<file path="src/rtl/mpt_pkg.sv">
// Shared MPT walker types: walk transaction, permission bits, access/cause enums
// and the response returned toward the requester.
package mpt_pkg;

  localparam int unsigned MPT_ADDR_W = 19;
  localparam int unsigned MPT_ID_W   = 4;

  typedef enum logic [1:0] {
    MPT_WALKING_ROOT = 2'd0,
    MPT_WALKING_MID  = 2'd1,
    MPT_WALKING_LEAF = 2'd2,
    MPT_WALKING_SKIP = 2'd3
  } mpt_walking_e;

  typedef enum logic [1:0] {
    MPT_ACCESS_READ  = 2'd0,
    MPT_ACCESS_WRITE = 2'd1,
    MPT_ACCESS_EXEC  = 2'd2
  } mpt_access_e;

  typedef enum logic [1:0] {
    MPT_CAUSE_NONE        = 2'd0,
    MPT_CAUSE_WALK_FAULT  = 2'd1,
    MPT_CAUSE_PERM_DENIED = 2'd2,
    MPT_CAUSE_PERM_FORMAT = 2'd3
  } mpt_check_cause_e;

  typedef struct packed {
    logic x;
    logic w;
    logic r;
  } mpt_perm_t;

  // 32 bits total, matching the walking-stage pipeline width
  typedef struct packed {
    logic                  valid;
    logic                  fault;
    mpt_walking_e          walking;
    mpt_perm_t             perm;
    mpt_access_e           access;
    logic [MPT_ID_W-1:0]   id;
    logic [MPT_ADDR_W-1:0] addr;
  } mptw_transaction_t;

  typedef struct packed {
    logic                  valid;
    logic                  allow;
    mpt_check_cause_e      cause;
    logic [4:0]            rsvd;
    logic [MPT_ID_W-1:0]   id;
    logic [MPT_ADDR_W-1:0] addr;
  } mpt_response_t;

endpackage

</file>
<file path="src/rtl/mpt_perm_decoder.sv">
// Combinational leaf-permission check: turns a completed walk into allow/cause.
// Shared with the PLB hit path.
module mpt_perm_decoder
  import mpt_pkg::*;
(
  input  mptw_transaction_t txn,
  output logic              allow,
  output mpt_check_cause_e  cause
);

  logic access_ok;
  logic unused_fields;

  always_comb begin
    access_ok = 1'b0;
    case (txn.access)
      MPT_ACCESS_READ:  access_ok = txn.perm.r;
      MPT_ACCESS_WRITE: access_ok = txn.perm.r && txn.perm.w;
      MPT_ACCESS_EXEC:  access_ok = txn.perm.x;
      default:          access_ok = 1'b0;
    endcase
  end

  // Priority: walk fault, skip (bare/outside MPT), reserved W-without-R, access bits
  always_comb begin
    allow = 1'b0;
    cause = MPT_CAUSE_NONE;
    if (txn.fault) begin
      cause = MPT_CAUSE_WALK_FAULT;
    end else if (txn.walking == MPT_WALKING_SKIP) begin
      allow = 1'b1;
    end else if (txn.perm.w && !txn.perm.r) begin
      cause = MPT_CAUSE_PERM_FORMAT;
    end else if (!access_ok) begin
      cause = MPT_CAUSE_PERM_DENIED;
    end else begin
      allow = 1'b1;
    end
  end

  assign unused_fields = ^{txn.valid, txn.id, txn.addr};

endmodule

</file>
<file path="src/rtl/mpt_check_stage.sv">
// Final MPT walker stage: 2-entry skid buffer, permission check, registered response.
// Optional sticky deny log and counter built when MPT_CHECK_FAULT_LOG_EN is defined.
module mpt_check_stage
  import mpt_pkg::*;
#(
  parameter int unsigned PIPELINE_SLAVE_DATA_WIDTH = 32,
  parameter int unsigned RESPONSE_DATA_WIDTH       = 32,
  parameter int unsigned FAULT_COUNT_WIDTH         = 16
) (
  input  logic                                 clk_i,
  input  logic                                 rst_ni,
  input  logic                                 stage_slave_valid,
  output logic                                 stage_slave_ready,
  input  logic [PIPELINE_SLAVE_DATA_WIDTH-1:0] stage_slave_data,
  output logic                                 stage_master_valid,
  input  logic                                 stage_master_ready,
  output logic [RESPONSE_DATA_WIDTH-1:0]       stage_master_data,
  output logic                                 fault_valid_o,
  output logic [63:0]                          fault_addr_o,
  output mpt_check_cause_e                     fault_cause_o,
  output logic [FAULT_COUNT_WIDTH-1:0]         fault_count_o,
  input  logic                                 fault_clear_i
);

  mptw_transaction_t in_txn, head;
  mptw_transaction_t main_p0, skid_p0, main_d, skid_d;
  logic              main_vld_p0, skid_vld_p0, main_vld_d, skid_vld_d;
  logic              ready_p0;
  logic              in_fire, head_vld, head_take, load_out, out_free;
  logic              dec_allow;
  mpt_check_cause_e  dec_cause;
  mpt_response_t     resp_d, resp_p1;
  logic              vld_p1;

  assign in_txn    = mptw_transaction_t'(stage_slave_data);
  assign in_fire   = stage_slave_valid && ready_p0;
  assign out_free  = !vld_p1 || stage_master_ready;
  // An empty buffer lets the arriving transaction be decided in its own cycle
  assign head_vld  = main_vld_p0 || in_fire;
  assign head      = main_vld_p0 ? main_p0 : in_txn;
  // Bubbles are dropped regardless of output backpressure
  assign head_take = head_vld && (!head.valid || out_free);
  assign load_out  = head_take && head.valid;

  mpt_perm_decoder u_perm_decoder (
    .txn   (head),
    .allow (dec_allow),
    .cause (dec_cause)
  );

  always_comb begin
    main_vld_d = main_vld_p0;
    skid_vld_d = skid_vld_p0;
    main_d     = main_p0;
    skid_d     = skid_p0;
    if (head_take) begin
      if (main_vld_p0) begin
        if (skid_vld_p0) begin
          main_d     = skid_p0;
          main_vld_d = 1'b1;
          skid_vld_d = in_fire;
          skid_d     = in_txn;
        end else begin
          main_d     = in_txn;
          main_vld_d = in_fire;
          skid_vld_d = 1'b0;
        end
      end
    end else if (in_fire) begin
      if (!main_vld_p0) begin
        main_d     = in_txn;
        main_vld_d = 1'b1;
      end else begin
        skid_d     = in_txn;
        skid_vld_d = 1'b1;
      end
    end
  end

  // Stage p0: input skid buffer
  always_ff @(posedge clk_i or negedge rst_ni) begin
    if (!rst_ni) begin
      main_vld_p0 <= 1'b0;
      skid_vld_p0 <= 1'b0;
      ready_p0    <= 1'b1;
    end else begin
      main_vld_p0 <= main_vld_d;
      skid_vld_p0 <= skid_vld_d;
      ready_p0    <= !skid_vld_d;
    end
  end

  always_ff @(posedge clk_i) begin
    main_p0 <= main_d;
    skid_p0 <= skid_d;
  end

  always_comb begin
    resp_d       = '0;
    resp_d.valid = 1'b1;
    resp_d.allow = dec_allow;
    resp_d.cause = dec_cause;
    resp_d.id    = head.id;
    resp_d.addr  = head.addr;
  end

  // Stage p1: registered response slot, held stable under backpressure
  always_ff @(posedge clk_i or negedge rst_ni) begin
    if (!rst_ni) begin
      vld_p1  <= 1'b0;
      resp_p1 <= '0;
    end else if (out_free) begin
      vld_p1 <= load_out;
      if (load_out) resp_p1 <= resp_d;
    end
  end

  assign stage_slave_ready  = ready_p0;
  assign stage_master_valid = vld_p1;
  assign stage_master_data  = resp_p1;

`ifdef MPT_CHECK_FAULT_LOG_EN
  logic                         deny_load;
  logic                         fault_valid_q;
  logic [63:0]                  fault_addr_q;
  mpt_check_cause_e             fault_cause_q;
  logic [FAULT_COUNT_WIDTH-1:0] fault_count_q;

  assign deny_load = load_out && !dec_allow;

  // A deny loading in the same cycle as a clear takes precedence over the clear
  always_ff @(posedge clk_i or negedge rst_ni) begin
    if (!rst_ni) begin
      fault_valid_q <= 1'b0;
      fault_addr_q  <= '0;
      fault_cause_q <= MPT_CAUSE_NONE;
      fault_count_q <= '0;
    end else begin
      if (deny_load) begin
        if (fault_clear_i) begin
          fault_count_q <= FAULT_COUNT_WIDTH'(1);
        end else if (fault_count_q != '1) begin
          fault_count_q <= fault_count_q + FAULT_COUNT_WIDTH'(1);
        end
      end else if (fault_clear_i) begin
        fault_count_q <= '0;
      end
      if (deny_load && (!fault_valid_q || fault_clear_i)) begin
        fault_valid_q <= 1'b1;
        fault_addr_q  <= 64'(head.addr);
        fault_cause_q <= dec_cause;
      end else if (fault_clear_i) begin
        fault_valid_q <= 1'b0;
        fault_addr_q  <= '0;
        fault_cause_q <= MPT_CAUSE_NONE;
      end
    end
  end

  assign fault_valid_o = fault_valid_q;
  assign fault_addr_o  = fault_addr_q;
  assign fault_cause_o = fault_cause_q;
  assign fault_count_o = fault_count_q;
`else
  logic unused_fault_clear;

  assign unused_fault_clear = fault_clear_i;
  assign fault_valid_o      = 1'b0;
  assign fault_addr_o       = '0;
  assign fault_cause_o      = MPT_CAUSE_NONE;
  assign fault_count_o      = '0;
`endif

endmodule

</file>
<file path="config.mk">
export PLATFORM = sky130hd
export DESIGN_NAME = mpt_check_stage
export DESIGN_NICKNAME = d
export VERILOG_FILES = /design/src/rtl/mpt_pkg.sv /design/src/rtl/mpt_perm_decoder.sv /design/src/rtl/mpt_check_stage.sv
export SDC_FILE = /design/constraint.sdc
export NUM_CORES = 1
export LEC_CHECK = 0
export CAP_MARGIN = 15
export CORE_UTILIZATION = 43
export CTS_CLUSTER_DIAMETER = 50
export DETAILED_ROUTE_END_ITERATION = 10
export PLACE_DENSITY = 0.74
export SLEW_MARGIN = 10
export SYNTH_ARGS = -nofsm -noshare
export SYNTH_HDL_FRONTEND = slang
export SYNTH_HIERARCHICAL = 1
export SYNTH_SLANG_ARGS = --single-unit
</file>
<file path="constraint.sdc">
create_clock -name clk_i -period 9.5 [get_ports clk_i]
set_input_delay 1.9 -clock clk_i [delete_from_list [all_inputs] [get_ports clk_i]]
set_output_delay 1.9 -clock clk_i [all_outputs]
set_load 0.02 [all_outputs]
</file>
==> results of run 1 <==
[registers in the layout, summed over array words and instances, names as in the netlist]
signal and flops:
main_p0 32, skid_p0 32, stage_master_data 27, main_vld_p0 1, skid_vld_p0 1, stage_master_valid 1, stage_slave_ready 1
[final cells by class]
cell class                      instances  area (um^2)  area share
Tap cell                              143        178.9     0.03053
Multi-Input combinational cell        240         1961      0.3345
Clock buffer                           13        250.2     0.04270
Inverter                                3        11.26    0.001921
Sequential cell                        95         2701      0.4609
Clock inverter                          3        67.56     0.01153
Timing Repair Buffer                   66        690.7      0.1178
[final timing paths]
check,start,endpoint,slack (ns),depth (start not counted)
worst max-delay path,stage_master_ready,main_p0[13],5.45,4
worst max register to register,main_vld_p0,main_p0[27],6.79,4
worst min register to register,stage_master_data[31],stage_master_data[31],0.48,1
max in group asynchronous,rst_ni,main_vld_p0,7.28,1
min in group asynchronous,rst_ni,stage_master_data[14],1.65,1
worst min-delay path,stage_master_data[31],stage_master_data[31],0.48,1
[power breakdown]
group	internal (uW)	switching (uW)	total (uW)
logic	310	252	563
registers	554	80.6	635
clock network	238	144	382
[per-layer routing]
layer,wire [um],share of wire,track usage,up-vias
li1,-,-,-,1227
met1,3739,0.44,0.1736,1336
met2,4164,0.49,0.2344,107
met3,330,0.039,0.02570,12
met4,189,0.022,0.07568,0
met5,0,0,0,-
[layout by cell type (no fill, tap or decap), types with 2 or more instances in the layout]
master and n:
sky130_fd_sc_hd__a21oi_4 2, sky130_fd_sc_hd__buf_16 2, sky130_fd_sc_hd__clkbuf_16 9, sky130_fd_sc_hd__bufinv_16 2, sky130_fd_sc_hd__dfrtp_1 28, sky130_fd_sc_hd__dfrtp_2 2, sky130_fd_sc_hd__nand2_1 2, sky130_fd_sc_hd__nand2b_1 3
sky130_fd_sc_hd__a21oi_1 2, sky130_fd_sc_hd__a211oi_1 2, sky130_fd_sc_hd__inv_1 2, sky130_fd_sc_hd__clkbuf_1 3, sky130_fd_sc_hd__nand3_1 2, sky130_fd_sc_hd__conb_1 88, sky130_fd_sc_hd__edfxtp_1 64, sky130_fd_sc_hd__nor2b_1 2
sky130_fd_sc_hd__nor3_1 2, sky130_fd_sc_hd__clkdlybuf4s50_1 63, sky130_fd_sc_hd__mux2_2 118
[metrics by stage]
step | power (uW) | hold slack [ns]
3_5_place_dp | 1200 | 0.4677
6_report | 1579 | 0.4791
4_1_cts | 1587 | 0.4854
2_1_floorplan | 1040 | 0.4603
5_1_grt | 1651 | 0.5206
3_3_place_gp | 1182 | 0.4531
[kinds of logic after synthesis]
logic type	Yosys count
buf+inv	106
compound gates	16
other cells	1
mux	120
simple gates	16
flops	95
[worst max-delay path, delay by kind of cell]
family	cells	cell delay, ns
buffers and inverters	1	0.41
AND/OR/NAND/NOR	3	1.68
==> out/qor.csv, run 1 <==
metric,value,unit
die_w,111.1,um
synth_most_common_cell,sky130_fd_sc_hd__mux2_2,
post_synth_instance_area,0.005116,mm^2
synth-edff-count,64,
firstDrtPassIters,8,
grt_use_total,0.1406,
avgViaCountPerCell,4.764,
cts.root.buffer_cell,sky130_fd_sc_hd__clkbuf_16,
simple_gate_portion_of_the_synthesized_area,0.02103,
die_area,0.01234,mm^2
row_count,39,
crit_chain,"clkdlybuf4s50_1, nor2b_1, nand3_1, nand2_2",
arrival,4.02,ns
netlist-cell-type-count,35,
grt_first_pass_wirelength,13390,um
timing.max_slew.rel_slack,0.3347,
final_layout_size_suffix_gt1_frac,0.3548,
synthesis.yosys.warnings,6,
pre_cts_slack,4.772,ns
dp_hpwl,5232,um
placed_area,0.005488,mm^2
min_path_type,flop to flop,
clk_pin_slew,0.06,ns
report.final.slew_viol_count,0,
critical_path_class,input port to flop,
cts_tree,done,
syn_to_layout_area_delta,14.55,%
arithmetic_cell_share_of_the_synthesized_area_counting_full_adders_half_adders_and_majority_gates,0,
worst_max_slew_pin_slew,0.9958,ns
die_h,111.1,um
synth_top_area_cells,"sky130_fd_sc_hd__edfxtp_1 (38%), sky130_fd_sc_hd__mux2_2 (26%), sky130_fd_sc_hd__dfrtp_1 (15%)",
max_cap_violations,0,
standby_leakage_power,0.002205,uW
design.portCount,154,
post_synth_inst_count,354,
timing.critical_path.required,9.46,ns
initial_core_util,0.4443,
power_density,269.5,mW/mm^2
synth.yosys.seq_area_share,0.5275,
synth_seq_cells,95,
cts-root-to-sink-buffers,2,
vias,2682,
numCtsBuffers,9,
buffer_ports.inserted,64,
drt-initial-drc-count,116,
ys_async_sr_fraction,0.3263,
wl,8424,um
place.detailed.instances,545,
antenna_cells_inserted,0,
finalInstanceArea,0.005861,mm^2
timing.final.setup_violations,0,
antenna_violating_nets_post_route,0,
period_share,0.4265,
run_status,finished with violations,
synth-xor-area-share,0,
gpl.final_weighted_congestion,0.7064,
first_global_vias,2610,
maximum_number_of_pins_on_one_net_before_global_route_repair,41,
yosys_most_used_dff,sky130_fd_sc_hd__edfxtp_1,
vdd_ir_drop_max,0.1330,mV
clock_tree.htree_level_count,3,
max_clock_freq,246.8,MHz
largest_family_of_logic_cells_by_synthesized_area,multiplexers,
grt-ovfl-total,0,
synthesis.area_per_instance,14.45,um^2
fin_crit,4.052,ns
post-route-drc-count,30,
grt_antenna_before_repair,0,
synth_compound_gate_area_share,0.03008,
post-synth-top-area-fraction,0.3756,
cp_slowest_stage_delay,0.72,ns
finalNetCount,452,
worst-path-max-fanout,32,
cts.hold.buffers_added,0,
top_cells_by_instance_count_after_synthesis,"sky130_fd_sc_hd__mux2_2 (118), sky130_fd_sc_hd__buf_4 (89), sky130_fd_sc_hd__edfxtp_1 (64), sky130_fd_sc_hd__dfrtp_1 (30), sky130_fd_sc_hd__buf_6 (8)",
fin_cells,563,
cts-resized-gates,0,
synth_mux_area_frac,0.2649,
cts_post_setup_buffers_inserted,0,
layout_setup_ws,5.448,ns
synth.largest_area_cell,sky130_fd_sc_hd__edfxtp_1,
utilization,0.5089,
setup_tns,0,ns
cpMaxStageDelayCell,sky130_fd_sc_hd__nand2_2,
insertion_delay,0.34,ns
final.setup_skew,0.009477,ns
fillCellCount,1002,
drt-wirelength-per-cell,14.96,um
critical_path.startpoint_type,input port,
finalHoldViolations,0,
worstSetupEndpointType,flop,
grt_setup_unrepaired,false,
failed_checks,DRC,
design.core.area,0.01152,mm^2
cts_sinks,95,
Note: power is estimated with default switching activity, not from simulation.
==> inputs of run 2 (changes only) <==
--- a/config.mk
+++ b/config.mk
@@ -9,7 +9,7 @@
 export CORE_UTILIZATION = 43
 export CTS_CLUSTER_DIAMETER = 50
 export DETAILED_ROUTE_END_ITERATION = 10
-export PLACE_DENSITY = 0.74
+export PLACE_DENSITY = 0.77
 export SLEW_MARGIN = 10
 export SYNTH_ARGS = -nofsm -noshare
 export SYNTH_HDL_FRONTEND = slang
==> constraint.sdc (replaced) <==
create_clock -name clk_i -period 3.6 [get_ports clk_i]
set_input_delay 0.72 -clock clk_i [delete_from_list [all_inputs] [get_ports clk_i]]
set_output_delay 0.72 -clock clk_i [all_outputs]
set_load 0.02 [all_outputs]
==> out/qor.csv, run 2 (synthesized netlist as in run 1, its figures left out) <==
metric,value,unit,change
critical_path.startpoint_type,input port,,unchanged
firstDrtPassIters,7,,was 8
timing.critical_path.required,3.69,ns,was 9.46 ns
utilization,0.5039,,was 0.5089
final_layout_size_suffix_gt1_frac,0.3555,,was 0.3548
drt-initial-drc-count,124,,was 116
timing.final.setup_violations,0,,unchanged
min_path_type,input port to async pin,,was flop to flop
finalInstanceArea,0.005803,mm^2,was 0.005861 mm^2
syn_to_layout_area_delta,13.43,%,was 14.55%
power_density,697.9,mW/mm^2,was 269.5 mW/mm^2
drt-wirelength-per-cell,15.24,um,was 14.96 um
grt.met1_usage,0.1789,,was 0.1736
critical_path_class,input port to flop,,unchanged
grt-ovfl-total,0,,unchanged
first_global_vias,2596,,was 2610
grt_first_pass_wirelength,13580,um,was 13390 um
finalHoldViolations,0,,unchanged
cts-resized-gates,0,,unchanged
standby_leakage_power,0.002196,uW,was 0.002205 uW
mostFrequentLayoutCells,"sky130_fd_sc_hd__mux2_2 (118), sky130_fd_sc_hd__conb_1 (88), sky130_fd_sc_hd__edfxtp_1 (64)",,unchanged
die_area,0.01234,mm^2,unchanged
post-route-drc-count,31,,was 30
cts_sinks,95,,unchanged
cts-root-to-sink-buffers,2,,unchanged
worst_max_slew_pin_slew,1.138,ns,was 0.9958 ns
design.core.area,0.01152,mm^2,unchanged
numCtsBuffers,9,,unchanged
grt_setup_unrepaired,false,,unchanged
cts_post_setup_buffers_inserted,0,,unchanged
grt_antenna_before_repair,0,,unchanged
initial_core_util,0.4443,,unchanged
clock_tree.htree_level_count,3,,unchanged
fin_crit,2.866,ns,
grt_use_total,0.1445,,was 0.1406
insertion_delay,0.34,ns,about the same
buffer_ports.inserted,64,,unchanged
timing.critical_path.from,stage_slave_data[31],,was stage_master_ready
grt.met2_usage,0.2461,,was 0.2344
area_taken_by_multi_input_logic_gates,0.001958,mm^2,was 0.001961 mm^2
setup.reg_to_reg.worst_slack,0.82,ns,was 6.79 ns
setup_tns,0,ns,unchanged
timing.max_slew.rel_slack,0.2384,,was 0.3347
layout_commonest_cell,sky130_fd_sc_hd__mux2_2,,unchanged
fillCellCount,985,,was 1002
register_area,0.002701,mm^2,unchanged
period_share,0.7961,,
vdd_ir_drop_max,0.4162,mV,was 0.1330 mV
antenna_cells_inserted,0,,unchanged
final.setup_skew,0.005733,ns,was 0.009477 ns
max_cap_violations,0,,unchanged
die_h,111.1,um,unchanged
placed_area,0.005523,mm^2,was 0.005488 mm^2
gr-max-usage-layer,met2,,unchanged
wl,8609,um,was 8424 um
antenna_violating_nets_post_route,0,,unchanged
arrival,2.95,ns,was 4.02 ns
worst-path-max-fanout,32,,unchanged
avgViaCountPerCell,4.786,,was 4.764
final.hold.worst_slack,0.4560,ns,was 0.4791 ns
cts.hold.buffers_added,0,,unchanged
dp_hpwl,5568,um,was 5232 um
globalRouteMet3Util,0.02078,,was 0.02570
vias,2704,,was 2682
die_w,111.1,um,unchanged
worstSetupEndpointType,flop,,unchanged
failed_checks,DRC,,unchanged
cts.root.buffer_cell,sky130_fd_sc_hd__clkbuf_16,,unchanged
cts_tree,done,,unchanged
finalNetCount,455,,was 452
report.final.slew_viol_count,0,,unchanged
design.portCount,154,,unchanged
worstReg2RegStart,main_vld_p0,,unchanged
gpl.final_weighted_congestion,0.7523,,was 0.7064
row_count,39,,unchanged
maximum_number_of_pins_on_one_net_before_global_route_repair,39,,was 41
run_status,finished with violations,,unchanged
max_clock_freq,348.9,MHz,
clk_pin_slew,0.06,ns,about the same
run 2: layout make-up:
| type | count | area share |
|---|---|---|
| clock buffers | 11 | 0.04010 |
| clock inverters | 4 | 0.008193 |
| multi-input cells | 240 | 0.3374 |
| well taps | 143 | 0.03083 |
| repair buffers | 69 | 0.1160 |
| flip-flops and latches | 95 | 0.4655 |
| inverters | 3 | 0.001940 |
run 2: path summary, 6_finish.rpt:
| check | to | cells past startpoint |
|---|---|---|
| max in group asynchronous | main_vld_p0 | 1 |
| worst max-delay path | main_p0[10] | 4 |
| worst max register to register | main_p0[10] | 3 |
| worst min-delay path | stage_master_data[31] | 1 |
| worst min register to register | stage_master_data[31] | 1 |
| min in group clk_i | stage_master_data[31] | 1 |
run 2: stage by stage:
stage / instances / setup slack (ns) / power (uW)
2_1_floorplan: 441 / 0.3461 / 2745
3_3_place_gp: 550 / 0.3764 / 3135
3_5_place_dp: 550 / 0.3499 / 3176
4_1_cts: 565 / 0.7000 / 4095
5_1_grt: 565 / 0.6283 / 4243
6_report: 565 / 0.7339 / 4050
run 2: power breakdown:
group / internal, uW / switching [uW]
clock network: 532 / 382
logic: 803 / 670
registers: 1460 / 203
run 2: worst max-delay path: stages:
cell	delay, ns
sky130_fd_sc_hd__clkdlybuf4s50_1	0.52
sky130_fd_sc_hd__mux2_4	0.37
sky130_fd_sc_hd__a2bb2oi_4	0.90
sky130_fd_sc_hd__mux2_2	0.42
run 2: layer usage:
layer,up-vias,share of wire
met5,-,0
met4,0,0.021
met3,10,0.040
met2,102,0.50
met1,1354,0.44
li1,1238,-
==> inputs of run 3 (changes only) <==
==> constraint.sdc (replaced) <==
create_clock -name clk_i -period 2.3 [get_ports clk_i]
set_input_delay 0.46 -clock clk_i [delete_from_list [all_inputs] [get_ports clk_i]]
set_output_delay 0.46 -clock clk_i [all_outputs]
set_load 0.02 [all_outputs]
==> out/qor.csv, run 3 (synthesized netlist as in run 1, its figures left out) <==
metric,value,unit,change
run_status,finished with violations,,unchanged
failed_checks,DRC,,unchanged
design.portCount,154,,unchanged
standby_leakage_power,0.002279,uW,was 0.002196 uW
cpLargestDelayFamily,buffers and inverters,,was compound AO/OA/AOI/OAI gates
grt_antenna_before_repair,0,,unchanged
timing.max_slew.rel_slack,0.4849,,was 0.2384
layout_setup_ws,0.3271,ns,was 0.7339 ns
arrival,1.51,ns,was 2.95 ns
grt-ovfl-total,0,,unchanged
place.detailed.instances,561,,was 550
cp_slowest_stage_delay,0.61,ns,was 0.90 ns
critical_path.startpoint_type,flop,,was input port
timing.final.setup_violations,0,,unchanged
grt_use_total,0.1491,,was 0.1445
cp.buffers_inverters,1,,unchanged
timing.critical_path.from,stage_slave_ready,,was stage_slave_data[31]
initial_core_util,0.4443,,unchanged
drt-wirelength-per-cell,15.28,um,was 15.24 um
worst_max_slew_pin_slew,0.7726,ns,was 1.138 ns
timing.critical_path.required,1.84,ns,was 3.69 ns
crit_chain,clkdlybuf4s50_1,,"was clkdlybuf4s50_1, mux2_4, a2bb2oi_4, mux2_2"
cts-resized-gates,0,,unchanged
wl_met3,392,um,was 346 um
setup.reg_to_reg.worst_slack,0.45,ns,was 0.82 ns
cts.root.buffer_cell,sky130_fd_sc_hd__clkbuf_16,,unchanged
drt-initial-drc-count,143,,was 124
gpl.final_weighted_congestion,0.7881,,was 0.7523
final_layout_size_suffix_gt1_frac,0.3779,,was 0.3555
antenna_cells_inserted,0,,unchanged
max_cap_violations,0,,unchanged
dp_hpwl,6020,um,was 5568 um
insertion_delay,0.33,ns,was 0.34 ns
cts.hold.buffers_added,0,,unchanged
cts-root-to-sink-buffers,2,,unchanged
antenna_violating_nets_post_route,0,,unchanged
vdd_ir_drop_max,0.6177,mV,was 0.4162 mV
highest-signal-layer,met4,,unchanged
fin_crit,1.973,ns,
worstSetupEndpointType,primary output,,was flop
wirelength_met1,4178,um,was 3798 um
die_w,111.1,um,unchanged
mostFrequentLayoutCells,"sky130_fd_sc_hd__mux2_2 (118), sky130_fd_sc_hd__conb_1 (88), sky130_fd_sc_hd__edfxtp_1 (64)",,unchanged
worstReg2RegStart,stage_slave_ready,,was main_vld_p0
avgViaCountPerCell,4.714,,was 4.786
grt_first_pass_wirelength,14240,um,was 13580 um
clock_tree.htree_level_count,3,,unchanged
buffer_ports.inserted,64,,unchanged
report.final.slew_viol_count,0,,unchanged
design.core.area,0.01152,mm^2,unchanged
worst_r2r_path_depth,4,,was 3
fin_cells,577,,was 565
setup_tns,0,ns,unchanged
pre_cts_slack,0.01606,ns,was 0.3499 ns
layout_commonest_cell,sky130_fd_sc_hd__mux2_2,,unchanged
finalHoldViolations,0,,unchanged
firstDrtPassIters,8,,was 7
wl,8818,um,was 8609 um
cts_tree,done,,unchanged
min_path_type,input port to async pin,,unchanged
row_count,39,,unchanged
maximum_number_of_pins_on_one_net_before_global_route_repair,32,,was 39
max_clock_freq,506.9,MHz,
cts_post_setup_buffers_inserted,0,,unchanged
die_h,111.1,um,unchanged
critical_path_cell_count,1,,was 4
grt_setup_unrepaired,false,,unchanged
clk_pin_slew,0.07,ns,was 0.06 ns
critical_path_class,flop to primary output,,was input port to flop
power_density,1093,mW/mm^2,was 697.9 mW/mm^2
final.hold.worst_slack,0.2001,ns,was 0.4560 ns
vias,2720,,was 2704
timing.critical_path.to,stage_slave_ready,,was main_p0[10]
cpMaxStageDelayCell,sky130_fd_sc_hd__clkdlybuf4s50_1,,was sky130_fd_sc_hd__a2bb2oi_4
final.setup_skew,0.008932,ns,was 0.005733 ns
met2_length,4142,um,was 4278 um
first_global_vias,2656,,was 2596
period_share,0.8578,,
post-route-drc-count,34,,was 31
die_area,0.01234,mm^2,unchanged
numCtsBuffers,9,,unchanged
reg2reg_to,main_p0[29],,was main_p0[10]
worst-path-max-fanout,3,,was 32
finalNetCount,466,,was 455
syn_to_layout_area_delta,16.97,%,was 13.43%
cts_sinks,95,,unchanged
run 3: final cells by class:
type	count	area (um^2)
clock buffers	10	229.0
fillers	964	5532
flip-flops and latches	95	2701
inverters	3	11.26
well taps	143	178.9
repair buffers	80	843.3
clock inverters	6	60.06
multi-input cells	240	1961
run 3: worst min-delay path by stage:
stage                                from                     to  cells after the start
floorplan                          rst_ni            main_vld_p0                      0
global placement    stage_master_data[31]  stage_master_data[31]                      1
detailed placement  stage_master_data[31]  stage_master_data[31]                      1
CTS                                rst_ni     stage_master_valid                      1
global route                       rst_ni  stage_master_data[13]                      1
finish                             rst_ni   stage_master_data[8]                      1
run 3: power breakdown:
| part | switching (uW) | internal (uW) | total (uW) |
|---|---|---|---|
| sequential | 220 | 2290 | 2510 |
| combinational | 1190 | 1390 | 2580 |
| clock | 613 | 839 | 1450 |
| total | 2020 | 4520 | 6540 |
run 3: metal layers:
metal / global-route usage / vias to the layer above
met2: 0.2419 / 96
met1: 0.2011 / 1347
met4: 0.05676 / 0
li1: - / 1268
met5: 0 / -
met3: 0.02406 / 9
run 3: through the flow:
stage	instance area, um^2	utilization	power (uW)
after floorplan	5454	-	4304
after global placement	5695	0.4946	5072
after detailed placement	5695	0.4946	5149
after CTS	5984	0.5197	6618
after global routing	5984	0.5197	6853
final	5984	0.5197	6543
